### config.mk
export PLATFORM = sky130hd
export DESIGN_NAME = fns_cac_iter_coder
export DESIGN_NICKNAME = d
export VERILOG_FILES = /design/src/rtl/fns_cac_pkg.sv /design/src/rtl/fns_bit_step.sv /design/src/rtl/fns_cac_iter_coder.sv
export SDC_FILE = /design/constraint.sdc
export NUM_CORES = 1
export LEC_CHECK = 0
export BUFFER_PORTS_ARGS = -buffer_cell sky130_fd_sc_hd__buf_2
export CELL_PAD_IN_SITES_DETAIL_PLACEMENT = 2
export CELL_PAD_IN_SITES_GLOBAL_PLACEMENT = 2
export CORE_MARGIN = 2
export CORE_UTILIZATION = 33
export DETAILED_ROUTE_END_ITERATION = 10
export PLACE_DENSITY = 0.74
export SETUP_SLACK_MARGIN = 0.15
export SLEW_MARGIN = 30
export SYNTH_ARGS = -nofsm -noshare
export SYNTH_HDL_FRONTEND = slang
export SYNTH_HIERARCHICAL = 1
export SYNTH_SLANG_ARGS = --single-unit
### constraint.sdc
create_clock -name clock_i -period 3.3 [get_ports clock_i]
set_input_delay 0.33 -clock clock_i [delete_from_list [all_inputs] [get_ports clock_i]]
set_output_delay 0.33 -clock clock_i [all_outputs]
set_load 0.03 [all_outputs]
### src/rtl/fns_cac_pkg.sv
// Shared definitions for the FNS crosstalk-avoidance coder.
// Contents:
//   state_e          - controller state encoding
//   FNS02..FNS05     - leading Fibonacci-numeral-system weights
//   THR_DEF, WGT_DEF - default per-bit threshold/weight vectors for CW=5, DW=4
//                      (bit i occupies [i*4 +: 4]; literal order is bit 4 down to bit 0)
package fns_cac_pkg;

    typedef enum logic [1:0] {
        ST_IDLE = 2'd0,
        ST_RUN  = 2'd1,
        ST_DONE = 2'd2
    } state_e;

    localparam int FNS02 = 1;
    localparam int FNS03 = 2;
    localparam int FNS04 = 3;
    localparam int FNS05 = 5;

    localparam int CW_DEF = 5;
    localparam int DW_DEF = 4;

    localparam logic [CW_DEF*DW_DEF-1:0] THR_DEF = {4'd5, 4'd5, 4'd2, 4'd2, 4'd1};
    localparam logic [CW_DEF*DW_DEF-1:0] WGT_DEF = {4'd5, 4'd3, 4'd2, 4'd1, 4'd1};

endpackage : fns_cac_pkg

### src/rtl/fns_bit_step.sv
// One greedy digit decision of the FNS coder (purely combinational).
// Ports:
//   r_i      - current residual
//   thr_i    - compare threshold for this bit
//   wgt_i    - weight subtracted when the bit is set
//   en_i     - bit enable; a disabled bit never sets
//   bit_o    - decided codeword bit
//   r_next_o - residual after this bit
//   sat_o    - bit set but weight exceeds residual; residual clamps to 0
module fns_bit_step #(
    parameter int DW = 4
) (
    input  logic [DW-1:0] r_i,
    input  logic [DW-1:0] thr_i,
    input  logic [DW-1:0] wgt_i,
    input  logic          en_i,
    output logic          bit_o,
    output logic [DW-1:0] r_next_o,
    output logic          sat_o
);

    always_comb begin
        bit_o    = en_i & (r_i >= thr_i);
        sat_o    = bit_o & (wgt_i > r_i);
        r_next_o = r_i;
        if (bit_o) begin
            // Clamp instead of wrapping so an underflow cannot masquerade
            // as a large legitimate residual.
            r_next_o = sat_o ? '0 : (r_i - wgt_i);
        end
    end

endmodule : fns_bit_step

### src/rtl/fns_cac_iter_coder.sv
// Iterative FNS crosstalk-avoidance encoder: one codeword bit per cycle,
// MSB first, with runtime per-bit thresholds, weights and enables.
// Ports:
//   clock_i, rst_ni           - clock, async active-low reset
//   in_valid_i / in_ready_o   - input handshake (ready only in IDLE)
//   datain_i                  - binary word to encode
//   en_flag_i, thr_i, wgt_i   - per-bit enable, threshold, weight (snapshotted on accept)
//   out_valid_o / out_ready_i - output handshake (valid only in DONE)
//   codeout_o                 - codeword, updated only on entry to DONE
//   err_o                     - word not representable; qualified by out_valid_o
module fns_cac_iter_coder
    import fns_cac_pkg::*;
#(
    parameter int CW = 5,
    parameter int DW = 4
) (
    input  logic             clock_i,
    input  logic             rst_ni,
    input  logic             in_valid_i,
    output logic             in_ready_o,
    input  logic [DW-1:0]    datain_i,
    input  logic [CW-1:0]    en_flag_i,
    input  logic [CW*DW-1:0] thr_i,
    input  logic [CW*DW-1:0] wgt_i,
    output logic             out_valid_o,
    input  logic             out_ready_i,
    output logic [CW-1:0]    codeout_o,
    output logic             err_o
);

    localparam int IDX_W = $clog2(CW);
    localparam logic [IDX_W-1:0] IDX_MAX = IDX_W'(CW - 1);

    state_e           state_q, state_d;
    logic [DW-1:0]    r_q, r_d;
    logic [IDX_W-1:0] idx_q, idx_d;
    logic [CW-1:0]    code_q, code_d;
    logic [CW-1:0]    codeout_q, codeout_d;
    logic             err_q, err_d;
    logic [CW-1:0]    en_q, en_d;
    logic [CW*DW-1:0] thr_q, thr_d;
    logic [CW*DW-1:0] wgt_q, wgt_d;

    logic [DW-1:0]    thr_sel, wgt_sel;
    logic             en_sel;
    logic             step_bit, step_sat;
    logic [DW-1:0]    step_r;
    logic [CW-1:0]    code_upd;

    // Select the snapshot fields of the bit currently being decided.
    always_comb begin
        thr_sel = '0;
        wgt_sel = '0;
        en_sel  = 1'b0;
        for (int i = 0; i < CW; i++) begin
            if (idx_q == IDX_W'(i)) begin
                thr_sel = thr_q[i*DW +: DW];
                wgt_sel = wgt_q[i*DW +: DW];
                en_sel  = en_q[i];
            end
        end
    end

    fns_bit_step #(.DW(DW)) u_step (
        .r_i      (r_q),
        .thr_i    (thr_sel),
        .wgt_i    (wgt_sel),
        .en_i     (en_sel),
        .bit_o    (step_bit),
        .r_next_o (step_r),
        .sat_o    (step_sat)
    );

    always_comb begin
        code_upd = code_q;
        for (int i = 0; i < CW; i++) begin
            if (idx_q == IDX_W'(i)) begin
                code_upd[i] = step_bit;
            end
        end
    end

    always_comb begin
        state_d   = state_q;
        r_d       = r_q;
        idx_d     = idx_q;
        code_d    = code_q;
        codeout_d = codeout_q;
        err_d     = err_q;
        en_d      = en_q;
        thr_d     = thr_q;
        wgt_d     = wgt_q;
        unique case (state_q)
            ST_IDLE: begin
                if (in_valid_i) begin
                    state_d = ST_RUN;
                    r_d     = datain_i;
                    en_d    = en_flag_i;
                    thr_d   = thr_i;
                    wgt_d   = wgt_i;
                    code_d  = '0;
                    err_d   = 1'b0;
                    idx_d   = IDX_MAX;
                end
            end
            ST_RUN: begin
                r_d    = step_r;
                code_d = code_upd;
                if (step_sat) begin
                    err_d = 1'b1;
                end
                if (idx_q == '0) begin
                    state_d   = ST_DONE;
                    // Publish the full word only now so out_valid never
                    // coincides with partial bits.
                    codeout_d = code_upd;
                    if (step_r != '0) begin
                        err_d = 1'b1;
                    end
                end else begin
                    idx_d = idx_q - 1'b1;
                end
            end
            ST_DONE: begin
                if (out_ready_i) begin
                    state_d = ST_IDLE;
                end
            end
            default: state_d = ST_IDLE;
        endcase
    end

    always_ff @(posedge clock_i or negedge rst_ni) begin
        if (!rst_ni) begin
            state_q <= ST_IDLE;
        end else begin
            state_q <= state_d;
        end
    end

    always_ff @(posedge clock_i or negedge rst_ni) begin
        if (!rst_ni) begin
            r_q       <= '0;
            idx_q     <= '0;
            code_q    <= '0;
            codeout_q <= '0;
            err_q     <= 1'b0;
            en_q      <= '0;
            thr_q     <= '0;
            wgt_q     <= '0;
        end else begin
            r_q       <= r_d;
            idx_q     <= idx_d;
            code_q    <= code_d;
            codeout_q <= codeout_d;
            err_q     <= err_d;
            en_q      <= en_d;
            thr_q     <= thr_d;
            wgt_q     <= wgt_d;
        end
    end

    assign in_ready_o  = (state_q == ST_IDLE);
    assign out_valid_o = (state_q == ST_DONE);
    assign codeout_o   = codeout_q;
    assign err_o       = err_q;

endmodule : fns_cac_iter_coder

==> impl_metrics.prom, run 1 <==
# TYPE chip_impl_metric gauge
chip_impl_metric{name="max_freq",unit="GHz"} 0.288
chip_impl_info{name="crit_type",value="flop to flop"} 1
chip_impl_metric{name="vdd_drop_max",unit="mV"} 0.354
chip_impl_metric{name="final_max_slew_viol_count",unit=""} 0
chip_impl_metric{name="first_pass_iters",unit=""} 4
chip_impl_metric{name="worst_case_reg_to_reg_path_depth",unit=""} 17
chip_impl_metric{name="filler_instances",unit=""} 1046
chip_impl_info{name="r2r-end",value="err_o$_DFFE_PN0P_"} 1
chip_impl_metric{name="fin_crit",unit="ns"} 3.47
chip_impl_metric{name="place_worst_setup_slack",unit="ns"} -0.205
chip_impl_metric{name="mappedNetlistNets",unit=""} 361
chip_impl_metric{name="cp_data_arrival_time",unit="ns"} 3.69
chip_impl_info{name="clock-root-buffer",value="clkbuf_8"} 1
chip_impl_metric{name="post_route_cells_drive_above_1_share",unit="%"} 51.9
chip_impl_info{name="reg2reg_from",value="idx_q[0]$_DFFE_PN0P_"} 1
chip_impl_info{name="run_status",value="complete, but fails checks"} 1
chip_impl_metric{name="n_antenna_cell",unit=""} 0
chip_impl_info{name="min-delay-start",value="en_flag_i[3]"} 1
chip_impl_metric{name="clk_pin_slew_worst_paths",unit="ns"} 0.07
chip_impl_metric{name="power",unit="mW"} 5.72
chip_impl_info{name="grt_setup_unrepaired",value="yes"} 1
chip_impl_metric{name="synth_edf_count",unit=""} 0
chip_impl_metric{name="regToRegSetupSlack",unit="ns"} -0.17
chip_impl_metric{name="timing.max_cap.violations",unit=""} 0
chip_impl_metric{name="grt_overflow_total",unit=""} 0
chip_impl_metric{name="ys_warn_count",unit=""} 6
chip_impl_metric{name="place.gp.congestion",unit=""} 0.795
chip_impl_metric{name="leakage",unit="nW"} 2.08
chip_impl_metric{name="grt_util_all_layers",unit="%"} 20.0
chip_impl_metric{name="layout_setup_ws",unit="ns"} -0.173
chip_impl_metric{name="antenna_violations_before_repair",unit=""} 0
chip_impl_metric{name="route.detailed.drc",unit=""} 0
chip_impl_info{name="synth_top_cells_by_count",value="dfrtp_1, mux2_2, inv_1, a22o_1, a21oi_1"} 1
chip_impl_metric{name="port_buffers",unit=""} 60
chip_impl_info{name="ys_dominant_reg_cell",value="dfrtp_1"} 1
chip_impl_metric{name="power.density_cell_area",unit="mW/mm2"} 1260
chip_impl_info{name="synthDominantAreaCellType",value="dfrtp_1"} 1
chip_impl_metric{name="syn_area_per_cell",unit="um2"} 11.5
chip_impl_metric{name="start_util",unit="%"} 33.4
chip_impl_info{name="most_numerous_cell_in_the_yosys_netlist",value="dfrtp_1"} 1
chip_impl_metric{name="netlist_area_pre_place",unit="mm2"} 0.00339
chip_impl_metric{name="proportion_of_synthesized_chip_area_in_sequential_cells",unit="%"} 47.2
chip_impl_metric{name="grt_pass1_wl",unit="um"} 17000
chip_impl_metric{name="ys_types",unit=""} 42
chip_impl_metric{name="fp.dieW",unit="um"} 105
chip_impl_metric{name="relative_slew_slack",unit="%"} 52.3
chip_impl_metric{name="dr_total_vias",unit=""} 2763
chip_impl_metric{name="min_path_cells",unit=""} 3
chip_impl_metric{name="placement_rows",unit=""} 37
chip_impl_info{name="synthTopCellsByArea",value="dfrtp_1, mux2_2, a22o_1"} 1
chip_impl_metric{name="layout_worst_path_cycle_share",unit="%"} 105
chip_impl_metric{name="route.antenna.remaining_nets",unit=""} 0
chip_impl_metric{name="worstMarginPinSlew",unit="ns"} 0.715
chip_impl_info{name="critical_path.endpoint_type",value="flop"} 1
chip_impl_metric{name="yosys.area.top_type_share",unit="%"} 47.2
chip_impl_metric{name="largest_net_degree_at_the_start_of_global_routing",unit=""} 60
chip_impl_metric{name="flow.area_growth_from_synthesis",unit="%"} 33.7
chip_impl_info{name="critical_path.startpoint_type",value="flop"} 1
chip_impl_metric{name="post_synth_inst_count",unit=""} 294
chip_impl_metric{name="clock_path_buffers",unit=""} 2
chip_impl_metric{name="totalWireLength",unit="um"} 11900
chip_impl_metric{name="async_set_or_reset_flop_fraction_in_the_synthesized_netlist",unit="%"} 100
chip_impl_info{name="worst_hold_path_type",value="input port to flop"} 1
chip_impl_metric{name="htree_num_levels",unit=""} 3
chip_impl_metric{name="dp_hpwl",unit="um"} 6960
chip_impl_metric{name="critical_path_required",unit="ns"} 3.52
chip_impl_metric{name="fp.coreArea",unit="mm2"} 0.0101
chip_impl_metric{name="design.die.area",unit="mm2"} 0.0111
chip_impl_metric{name="tritoncts_num_sinks",unit=""} 64
chip_impl_info{name="cts_tree",value="done"} 1
chip_impl_info{name="violations_in_the_final_reports",value="negative setup slack"} 1
chip_impl_info{name="cp_slowest_cell",value="or4_4"} 1
chip_impl_metric{name="num-nets-final",unit=""} 459
chip_impl_metric{name="worst_path_largest_cell_delay",unit="ns"} 0.56
chip_impl_metric{name="design.portCount",unit=""} 61
chip_impl_metric{name="via_count_of_the_first_global_routing_pass",unit=""} 3087
chip_impl_metric{name="ys_seq_elements",unit=""} 64
chip_impl_metric{name="clock-skew-final",unit="ns"} 0.0145
chip_impl_metric{name="wl_per_cell",unit="um"} 22.3
chip_impl_metric{name="fin_util",unit="%"} 44.7
chip_impl_info{name="hold_end",value="en_q[3]$_DFFE_PN0P_"} 1
chip_impl_info{name="worst_path_cell_trace",value="inv_2, ha_4, nor2b_4, buf_6, a22o_1, a221o_1, inv_2, ha_4, buf_4, buf_4, nor2_4, a21oi_2, xnor2_2, o31ai_2, or4_4, a21oi_4, o22ai_2"} 1
chip_impl_metric{name="post_drt_via_cell_ratio",unit=""} 5.20
chip_impl_metric{name="report.final.hold_viol_count",unit=""} 0
chip_impl_metric{name="first_iter_violations",unit=""} 128
chip_impl_metric{name="worst_skew_pair.late_latency",unit="ns"} 0.36
chip_impl_metric{name="die_height",unit="um"} 105
chip_impl_metric{name="cts_buffers",unit=""} 9
chip_impl_metric{name="crit_fanout",unit=""} 5
chip_impl_metric{name="setup_violations",unit=""} 2
cell type report:
class / count / area (um2) / share of cell area, %
multi-input cells: 192 / 1840 / 40.6
clock inverters: 3 / 43.8 / 0.966
inverters: 22 / 85.1 / 1.88
flip-flops and latches: 64 / 1600 / 35.3
repair buffers: 103 / 652 / 14.4
well taps: 136 / 170 / 3.75
clock buffers: 11 / 141 / 3.12
flip-flops by register name (all words and copies together) (netlist names):
register / flops
r_q: 4
err_o: 1
code_q: 4
idx_q: 3
en_q: 5
thr_q: 20
state_q: 2
codeout_o: 5
wgt_q: 20
cells in the final DEF (no fill, tap or decap), types with 5 or more instances in the layout:
cell type and n:
dfrtp_1 64, buf_2 60, mux2_2 38, buf_4 35
a22o_1 20, inv_1 17, a21oi_1 11, nand2_1 11
o21ai_0 10, clkbuf_8 10, a221o_1 9, nor2_1 7
buf_6 7, a21oi_2 6, ha_1 6, nand2b_1 5
o21ai_2 5, ha_4 5
logic make-up after synthesis:
logic type | count (synthesis) | share of synthesized area [%]
muxes | 45 | 14.8
and+or+nand+nor | 47 | 8.27
adders and majority gates | 14 | 5.39
AOI/OAI and AO/OA | 85 | 18.2
buffers and inverters | 38 | 5.87
DFF | 64 | 47.2
xor gates and xnor gates | 1 | 0.258
routing by layer:
layer / GRT usage, % / vias to the layer above / part of all wire [%]
li1: - / 1247 / -
met1: 24.6 / 1423 / 43
met5: 0 / - / 0
met2: 35.1 / 71 / 52
met3: 2.54 / 22 / 3.2
met4: 8.29 / 0 / 2.1
repair_timing:
action / CTS / global route
endpoints found under the hold margin: 20 / 0
gates resized for setup: 35 / 35
hold buffers: 1 / 0
pin swaps: 11 / 23
setup endpoints to repair: 12 / 12
setup buffers: 6 / 8
stage by stage:
step | hold WS (ns) | area (um2) | instances | setup TNS, ns
after global routing | 0.193 | 4530 | 531 | -0.580
after floorplan | 0.0344 | 3400 | 294 | 0
after global placement | 0.389 | 3960 | 502 | -0.0294
final | 0.175 | 4530 | 531 | -0.216
after detailed placement | 0.392 | 3960 | 502 | -0.507
after CTS | 0.157 | 4320 | 523 | 0
where the power goes:
group / internal (mW) / leakage (nW) / switching, mW
clock: 0.362 / 0.0952 / 0.318
combinational: 1.72 / 1.21 / 1.78
sequential: 1.18 / 0.776 / 0.364
critical path, delay by kind of cell, from the launching register on:
kind                     cells  cell delay, ns
XOR/XNOR                     1            0.20
AO/OA/AOI/OAI                6            0.93
flip-flops                   1            0.42
buffers and inverters        5            0.60
AND/OR/NAND/NOR              3            0.79
adder cells (fa/ha/maj)      2            0.40
worst max-delay path by stage:
stage,start,to,cells after the start
2_1_floorplan,idx_q[0]$_DFFE_PN0P_,err_o$_DFFE_PN0P_,15
3_3_place_gp,idx_q[0]$_DFFE_PN0P_,err_o$_DFFE_PN0P_,14
3_5_place_dp,idx_q[1]$_DFFE_PN0P_,err_o$_DFFE_PN0P_,14
4_1_cts,idx_q[1]$_DFFE_PN0P_,err_o$_DFFE_PN0P_,15
5_1_grt,idx_q[1]$_DFFE_PN0P_,err_o$_DFFE_PN0P_,15
6_report,idx_q[0]$_DFFE_PN0P_,err_o$_DFFE_PN0P_,17
Power figures use the tool's default switching activity.
==> run 2, diff against run 1 <==
--- a/config.mk
+++ b/config.mk
@@ -12,6 +12,7 @@
 export CORE_UTILIZATION = 33
 export DETAILED_ROUTE_END_ITERATION = 10
 export PLACE_DENSITY = 0.74
+export RECOVER_POWER = 25
 export SETUP_SLACK_MARGIN = 0.15
 export SLEW_MARGIN = 30
 export SYNTH_ARGS = -nofsm -noshare
==> impl_metrics.prom, run 2 (synthesized netlist as in run 1, its figures left out) <==
# TYPE chip_impl_metric gauge
chip_impl_metric{name="n_antenna_cell",unit=""} 0
chip_impl_metric{name="fp.dieW",unit="um"} 105
chip_impl_metric{name="design_area",unit="mm2"} 0.00452
chip_impl_info{name="reg2reg_from",value="idx_q[0]$_DFFE_PN0P_"} 1
chip_impl_metric{name="first_iter_violations",unit=""} 127
chip_impl_metric{name="grt_util_all_layers",unit="%"} 20.0
chip_impl_info{name="clock-root-buffer",value="clkbuf_8"} 1
chip_impl_info{name="critical_path.endpoint_type",value="flop"} 1
chip_impl_metric{name="first_pass_iters",unit=""} 4
chip_impl_metric{name="dpl-instance-area",unit="mm2"} 0.00396
chip_impl_metric{name="port_buffers",unit=""} 60
chip_impl_metric{name="regToRegSetupSlack",unit="ns"} -0.17
chip_impl_info{name="mostFrequentLayoutCell",value="dfrtp_1"} 1
chip_impl_info{name="violations_in_the_final_reports",value="max-capacitance violations, max-slew violations, negative setup slack"} 1
chip_impl_metric{name="area_of_combinational_cells_with_multiple_inputs",unit="mm2"} 0.00184
chip_impl_metric{name="dr_total_vias",unit=""} 2765
chip_impl_metric{name="layout_worst_path_cycle_share",unit="%"} 105
chip_impl_metric{name="final_worst_hold_slack",unit="ns"} 0.175
chip_impl_info{name="cp_slowest_cell",value="or4_4"} 1
chip_impl_metric{name="fp.coreArea",unit="mm2"} 0.0101
chip_impl_info{name="run_status",value="complete, but fails checks"} 1
chip_impl_info{name="worst_path_cell_trace",value="inv_2, ha_4, nor2b_4, buf_6, a22o_1, a221o_1, inv_2, ha_4, buf_4, buf_4, nor2_4, a21oi_2, xnor2_2, o31ai_2, or4_4, a21oi_4, o22ai_2"} 1
chip_impl_info{name="leading_cell_types_in_the_layout_fill_and_taps_excluded",value="dfrtp_1, buf_2, mux2_2, buf_4, a22o_1"} 1
chip_impl_info{name="registers_with_the_most_flip_flops",value="thr_q: 20 flops, wgt_q: 20 flops"} 1
chip_impl_metric{name="flow.area_growth_from_synthesis",unit="%"} 33.4
chip_impl_metric{name="place.gp.congestion",unit=""} 0.795
chip_impl_metric{name="crit_fanout",unit=""} 5
chip_impl_metric{name="clock-skew-final",unit="ns"} 0.0145
chip_impl_metric{name="min_path_cells",unit=""} 3
chip_impl_info{name="hold_end",value="en_q[3]$_DFFE_PN0P_"} 1
chip_impl_metric{name="layout_setup_ws",unit="ns"} -0.173
chip_impl_metric{name="max_freq",unit="GHz"} 0.288
chip_impl_metric{name="clock_path_buffers",unit=""} 2
chip_impl_info{name="critical_path.startpoint_type",value="flop"} 1
chip_impl_metric{name="route.antenna.remaining_nets",unit=""} 0
chip_impl_info{name="crit_type",value="flop to flop"} 1
chip_impl_metric{name="vdd_drop_max",unit="mV"} 0.354
chip_impl_info{name="r2r-end",value="err_o$_DFFE_PN0P_"} 1
chip_impl_metric{name="tritoncts_num_sinks",unit=""} 64
chip_impl_metric{name="route.detailed.drc",unit=""} 0
chip_impl_metric{name="worstMarginPinSlew",unit="ns"} 1.60
chip_impl_metric{name="grt_overflow_total",unit=""} 0
chip_impl_info{name="cts_tree",value="done"} 1
chip_impl_metric{name="antenna_violations_before_repair",unit=""} 0
chip_impl_metric{name="start_util",unit="%"} 33.4
chip_impl_metric{name="design.die.area",unit="mm2"} 0.0111
chip_impl_metric{name="design.portCount",unit=""} 61
chip_impl_metric{name="grt_pass1_wl",unit="um"} 17000
chip_impl_metric{name="worst_path_largest_cell_delay",unit="ns"} 0.56
chip_impl_metric{name="placement_rows",unit=""} 37
chip_impl_metric{name="seqCellArea",unit="mm2"} 0.00160
chip_impl_metric{name="leakage",unit="nW"} 2.06
chip_impl_metric{name="largest_net_degree_at_the_start_of_global_routing",unit=""} 60
chip_impl_metric{name="place_worst_setup_slack",unit="ns"} -0.205
chip_impl_metric{name="clk_pin_slew_worst_paths",unit="ns"} 0.07
chip_impl_metric{name="cts_buffers",unit=""} 9
chip_impl_metric{name="htree_num_levels",unit=""} 3
chip_impl_metric{name="setup_violations",unit=""} 2
chip_impl_metric{name="post_route_cells_drive_above_1_share",unit="%"} 50.4
chip_impl_metric{name="layoutNonFillerInstCount",unit=""} 531
chip_impl_metric{name="post_drt_via_cell_ratio",unit=""} 5.21
chip_impl_metric{name="relative_slew_slack",unit="%"} -6.35
chip_impl_metric{name="die_height",unit="um"} 105
chip_impl_metric{name="filler_instances",unit=""} 1049
chip_impl_metric{name="totalWireLength",unit="um"} 11900
chip_impl_metric{name="fin_crit",unit="ns"} 3.47
chip_impl_metric{name="dpl.cell_count",unit=""} 502
chip_impl_metric{name="wl_per_cell",unit="um"} 22.3
chip_impl_metric{name="cp_data_arrival_time",unit="ns"} 3.69
chip_impl_metric{name="num-nets-final",unit=""} 459
chip_impl_info{name="min-delay-start",value="en_flag_i[3]"} 1
chip_impl_metric{name="dp_hpwl",unit="um"} 6960
chip_impl_metric{name="timing.max_cap.violations",unit=""} 1
chip_impl_metric{name="report.final.hold_viol_count",unit=""} 0
chip_impl_metric{name="worst_case_reg_to_reg_path_depth",unit=""} 17
chip_impl_metric{name="via_count_of_the_first_global_routing_pass",unit=""} 3087
chip_impl_info{name="grt_setup_unrepaired",value="yes"} 1
chip_impl_metric{name="critical_path_required",unit="ns"} 3.52
chip_impl_metric{name="final_max_slew_viol_count",unit=""} 30
chip_impl_metric{name="worst_skew_pair.late_latency",unit="ns"} 0.36
chip_impl_info{name="worst_hold_path_type",value="input port to flop"} 1
chip_impl_metric{name="power.density_cell_area",unit="mW/mm2"} 1260
## run 2: cell types whose count changed in the layout (fill, tap and decap cells not counted), sizes merged
cell and change:
clkbuf +6, buf -6
## run 2: power breakdown
part           internal [mW]  total [mW]  switching (mW)
clock                  0.362       0.680           0.318
sequential              1.18        1.54           0.365
combinational           1.71        3.49            1.78
total                   3.25        5.71            2.46
## run 2: metal layers
layer | vias up | global-route usage [%] | wire length (um)
met3 | 22 | 2.54 | 406
met5 | - | 0 | 0
li1 | 1247 | - | -
met4 | 0 | 8.29 | 250
met1 | 1421 | 24.6 | 5050
met2 | 75 | 35.1 | 6150
## run 2: cell type report
cell class / instances / area share, %
Multi-Input combinational cell: 192 / 40.6
Sequential cell: 64 / 35.4
Timing Repair Buffer: 103 / 14.2
Tap cell: 136 / 3.76
Clock buffer: 11 / 3.13
Inverter: 22 / 1.88
Clock inverter: 3 / 0.968
## run 2: worst max path at each step
stage | from | end | cells past startpoint
after floorplan | idx_q[0]$_DFFE_PN0P_ | err_o$_DFFE_PN0P_ | 15
after global placement | idx_q[0]$_DFFE_PN0P_ | err_o$_DFFE_PN0P_ | 14
after detailed placement | idx_q[1]$_DFFE_PN0P_ | err_o$_DFFE_PN0P_ | 14
after CTS | idx_q[1]$_DFFE_PN0P_ | err_o$_DFFE_PN0P_ | 15
after global routing | idx_q[1]$_DFFE_PN0P_ | err_o$_DFFE_PN0P_ | 15
final | idx_q[0]$_DFFE_PN0P_ | err_o$_DFFE_PN0P_ | 17
## run 2: what timing repair did
action,in CTS,in global routing
pin swaps,11,23
buffers inserted,6,8
endpoints found under the setup margin,12,12
resized for setup,35,35
hold buffers,1,0
endpoints found under the hold margin,20,0
## run 2: critical path, delay by kind of cell, from the launching register on
kind	cells	cell delay [ns]
AO/OA/AOI/OAI	6	0.93
AND/OR/NAND/NOR	3	0.79
buffers and inverters	5	0.60
flip-flops	1	0.42
adder cells (fa/ha/maj)	2	0.40
XOR/XNOR	1	0.20
## run 2: through the flow
stage	setup TNS [ns]	power, mW	util (%)
5_1_grt	-0.580	6.02	44.6
3_5_place_dp	-0.507	3.96	39.1
6_report	-0.217	5.71	44.6
2_1_floorplan	0	3.07	-
3_3_place_gp	-0.0294	3.80	39.1
4_1_cts	0	4.97	42.6
==> run 3, diff against run 2 <==
--- a/config.mk
+++ b/config.mk
@@ -5,7 +5,7 @@
 export SDC_FILE = /design/constraint.sdc
 export NUM_CORES = 1
 export LEC_CHECK = 0
-export BUFFER_PORTS_ARGS = -buffer_cell sky130_fd_sc_hd__buf_2
+export BUFFER_PORTS_ARGS = -buffer_cell sky130_fd_sc_hd__buf_4
 export CELL_PAD_IN_SITES_DETAIL_PLACEMENT = 2
 export CELL_PAD_IN_SITES_GLOBAL_PLACEMENT = 2
 export CORE_MARGIN = 2
==> impl_metrics.prom, run 3 (synthesized netlist as in run 1, its figures left out) <==
# TYPE chip_impl_metric gauge
chip_impl_info{name="run_status",value="complete, but fails checks"} 1
chip_impl_info{name="violations_in_the_final_reports",value="max-capacitance violations, max-slew violations, negative setup slack"} 1
chip_impl_metric{name="report.final.hold_viol_count",unit=""} 0
chip_impl_metric{name="net-switching-power",unit="mW"} 2.57
chip_impl_metric{name="placement_rows",unit=""} 37
chip_impl_metric{name="cp_data_arrival_time",unit="ns"} 3.73
chip_impl_info{name="cts_tree",value="done"} 1
chip_impl_metric{name="vdd_drop_max",unit="mV"} 0.407
chip_impl_metric{name="post_route_cells_drive_above_1_share",unit="%"} 52.5
chip_impl_metric{name="cell_internal_pwr",unit="mW"} 3.25
chip_impl_metric{name="dr_total_vias",unit=""} 2799
chip_impl_metric{name="grt_util_all_layers",unit="%"} 21.0
chip_impl_metric{name="fin_crit",unit="ns"} 3.47
chip_impl_metric{name="timing.max_cap.violations",unit=""} 1
chip_impl_metric{name="die_height",unit="um"} 105
chip_impl_metric{name="flow.area_growth_from_synthesis",unit="%"} 38.2
chip_impl_metric{name="worstMarginPinSlew",unit="ns"} 1.70
chip_impl_info{name="leading_cell_types_in_the_layout_fill_and_taps_excluded",value="buf_4, dfrtp_1, mux2_2, a22o_1, inv_1"} 1
chip_impl_metric{name="critical_path_required",unit="ns"} 3.56
chip_impl_metric{name="route.detailed.drc",unit=""} 0
chip_impl_info{name="critical_path.endpoint_type",value="flop"} 1
chip_impl_metric{name="port_buffers",unit=""} 60
chip_impl_metric{name="first_iter_violations",unit=""} 97
chip_impl_metric{name="fp.coreArea",unit="mm2"} 0.0101
chip_impl_metric{name="design_area",unit="mm2"} 0.00468
chip_impl_metric{name="final_max_slew_viol_count",unit=""} 65
chip_impl_metric{name="via_count_of_the_first_global_routing_pass",unit=""} 3134
chip_impl_metric{name="clock-skew-final",unit="ns"} 0.0159
chip_impl_metric{name="first_pass_iters",unit=""} 4
chip_impl_metric{name="tritoncts_num_sinks",unit=""} 64
chip_impl_metric{name="n_antenna_cell",unit=""} 0
chip_impl_metric{name="crit_fanout",unit=""} 10
chip_impl_metric{name="power.share.switching",unit="%"} 44.2
chip_impl_metric{name="final.setup.tns",unit="ns"} -0.430
chip_impl_metric{name="layout_setup_ws",unit="ns"} -0.169
chip_impl_metric{name="relative_slew_slack",unit="%"} -13.0
chip_impl_metric{name="share_seq_of_total_power",unit="%"} 27.0
chip_impl_metric{name="antenna_violations_before_repair",unit=""} 0
chip_impl_metric{name="fin_util",unit="%"} 46.2
chip_impl_metric{name="worst_skew_pair.late_latency",unit="ns"} 0.36
chip_impl_metric{name="clock_path_buffers",unit=""} 2
chip_impl_metric{name="dp_hpwl",unit="um"} 6940
chip_impl_info{name="clock-root-buffer",value="clkbuf_8"} 1
chip_impl_metric{name="clk_pin_slew_worst_paths",unit="ns"} 0.09
chip_impl_info{name="worst_hold_path_type",value="input port to flop"} 1
chip_impl_metric{name="design.die.area",unit="mm2"} 0.0111
chip_impl_info{name="crit_type",value="flop to flop"} 1
chip_impl_metric{name="power",unit="mW"} 5.82
chip_impl_info{name="mostFrequentLayoutCell",value="buf_4"} 1
chip_impl_metric{name="cts_buffers",unit=""} 9
chip_impl_metric{name="place_worst_setup_slack",unit="ns"} -0.183
chip_impl_metric{name="totalWireLength",unit="um"} 12400
chip_impl_metric{name="largest_net_degree_at_the_start_of_global_routing",unit=""} 65
chip_impl_metric{name="grt_pass1_wl",unit="um"} 17700
chip_impl_metric{name="leakage",unit="nW"} 2.11
chip_impl_info{name="grt_setup_unrepaired",value="yes"} 1
chip_impl_info{name="registers_with_the_most_flip_flops",value="thr_q: 20 flops, wgt_q: 20 flops"} 1
chip_impl_metric{name="setup_violations",unit=""} 7
chip_impl_metric{name="wl_per_cell",unit="um"} 23.4
chip_impl_metric{name="fp.dieW",unit="um"} 105
chip_impl_metric{name="dpl-instance-area",unit="mm2"} 0.00411
chip_impl_metric{name="filler_instances",unit=""} 1037
chip_impl_metric{name="power.density_cell_area",unit="mW/mm2"} 1240
chip_impl_metric{name="htree_num_levels",unit=""} 3
chip_impl_metric{name="route.antenna.remaining_nets",unit=""} 0
chip_impl_metric{name="post_drt_via_cell_ratio",unit=""} 5.26
chip_impl_metric{name="start_util",unit="%"} 33.4
chip_impl_metric{name="power.combinational.fraction",unit="%"} 60.5
chip_impl_metric{name="place.gp.congestion",unit=""} 0.795
chip_impl_metric{name="clkPwrFrac",unit="%"} 12.5
chip_impl_metric{name="layout_worst_path_cycle_share",unit="%"} 105
chip_impl_metric{name="design.portCount",unit=""} 61
chip_impl_metric{name="max_freq",unit="GHz"} 0.288
chip_impl_metric{name="grt_overflow_total",unit=""} 0
chip_impl_metric{name="num-nets-final",unit=""} 458
chip_impl_info{name="critical_path.startpoint_type",value="flop"} 1
==> run 3: changes by cell type in the layout (fill, tap and decap cells not counted), sizes merged <==
cell         previous run  this run
dlygate4sd3             1         0
or2                     2         3
clkinvlp                0         3
clkbuf                 17        10
inv                    22        23
buf                    96       100
==> run 3: power by group through the flow <==
stage	Clock, mW	Combinational [mW]	Sequential [mW]
2_1_floorplan	0	1.64	1.43
5_1_grt	0.776	3.74	1.62
3_3_place_gp	0	2.37	1.49
4_1_cts	0.714	2.98	1.53
3_5_place_dp	0	2.48	1.51
6_report	0.727	3.53	1.57
==> run 3: timing repair <==
| action | CTS | global route |
|---|---|---|
| cloned | 0 | 1 |
| hold buffers | 0 | 0 |
| setup endpoints to repair | 13 | 13 |
| setup buffers | 6 | 8 |
| gates resized for setup | 42 | 28 |
| pin swaps | 19 | 19 |
| endpoints found under the hold margin | 0 | 0 |
==> run 3: final timing paths <==
check	start	to	slack [ns]	depth (start not counted)
setup / recovery	idx_q[0]$_DFFE_PN0P_	err_o$_DFFE_PN0P_	-0.17	14
hold / removal	wgt_i[15]	wgt_q[15]$_DFFE_PN0P_	0.19	3
setup reg to reg	idx_q[0]$_DFFE_PN0P_	err_o$_DFFE_PN0P_	-0.17	14
hold reg to reg	en_q[0]$_DFFE_PN0P_	en_q[0]$_DFFE_PN0P_	0.51	1
max in group asynchronous	rst_ni	idx_q[0]$_DFFE_PN0P_	1.77	1
min in group asynchronous	rst_ni	wgt_q[6]$_DFFE_PN0P_	0.41	1
==> run 3: layout make-up <==
type,count,area (um2),area share (%)
multi-input cells,193,1850,39.5
flip-flops and latches,64,1600,34.2
repair buffers,101,782,16.7
well taps,136,170,3.63
clock buffers,9,124,2.64
inverters,22,82.6,1.76
clock inverters,7,71.3,1.52
==> run 3: routing by layer <==
| layer | global-route usage (%) | share of wire (%) |
|---|---|---|
| met1 | 25.0 | 43 |
| met2 | 37.1 | 53 |
| met3 | 3.53 | 2.4 |
| met4 | 8.86 | 1.8 |
| met5 | 0 | 0 |
==> run 3: per-stage QoR <==
step	hold WS, ns	cells
2_1_floorplan	0.0344	294
3_3_place_gp	0.483	501
3_5_place_dp	0.490	501
4_1_cts	0.105	523
5_1_grt	0.181	532
6_report	0.186	532
==> run 3: critical path, cell delays in order (launching register included) <==
cell and delay (ns):
dfrtp_2 0.45, buf_4 0.16, ha_4 0.17, buf_6 0.16, a22o_1 0.25, a221o_1 0.36, ha_2 0.21, fa_2 0.39
nor2b_4 0.13, o21a_1 0.19, nor2_4 0.08, o41ai_4 0.37, or4_4 0.19, a21oi_2 0.04, o22ai_1 0.21
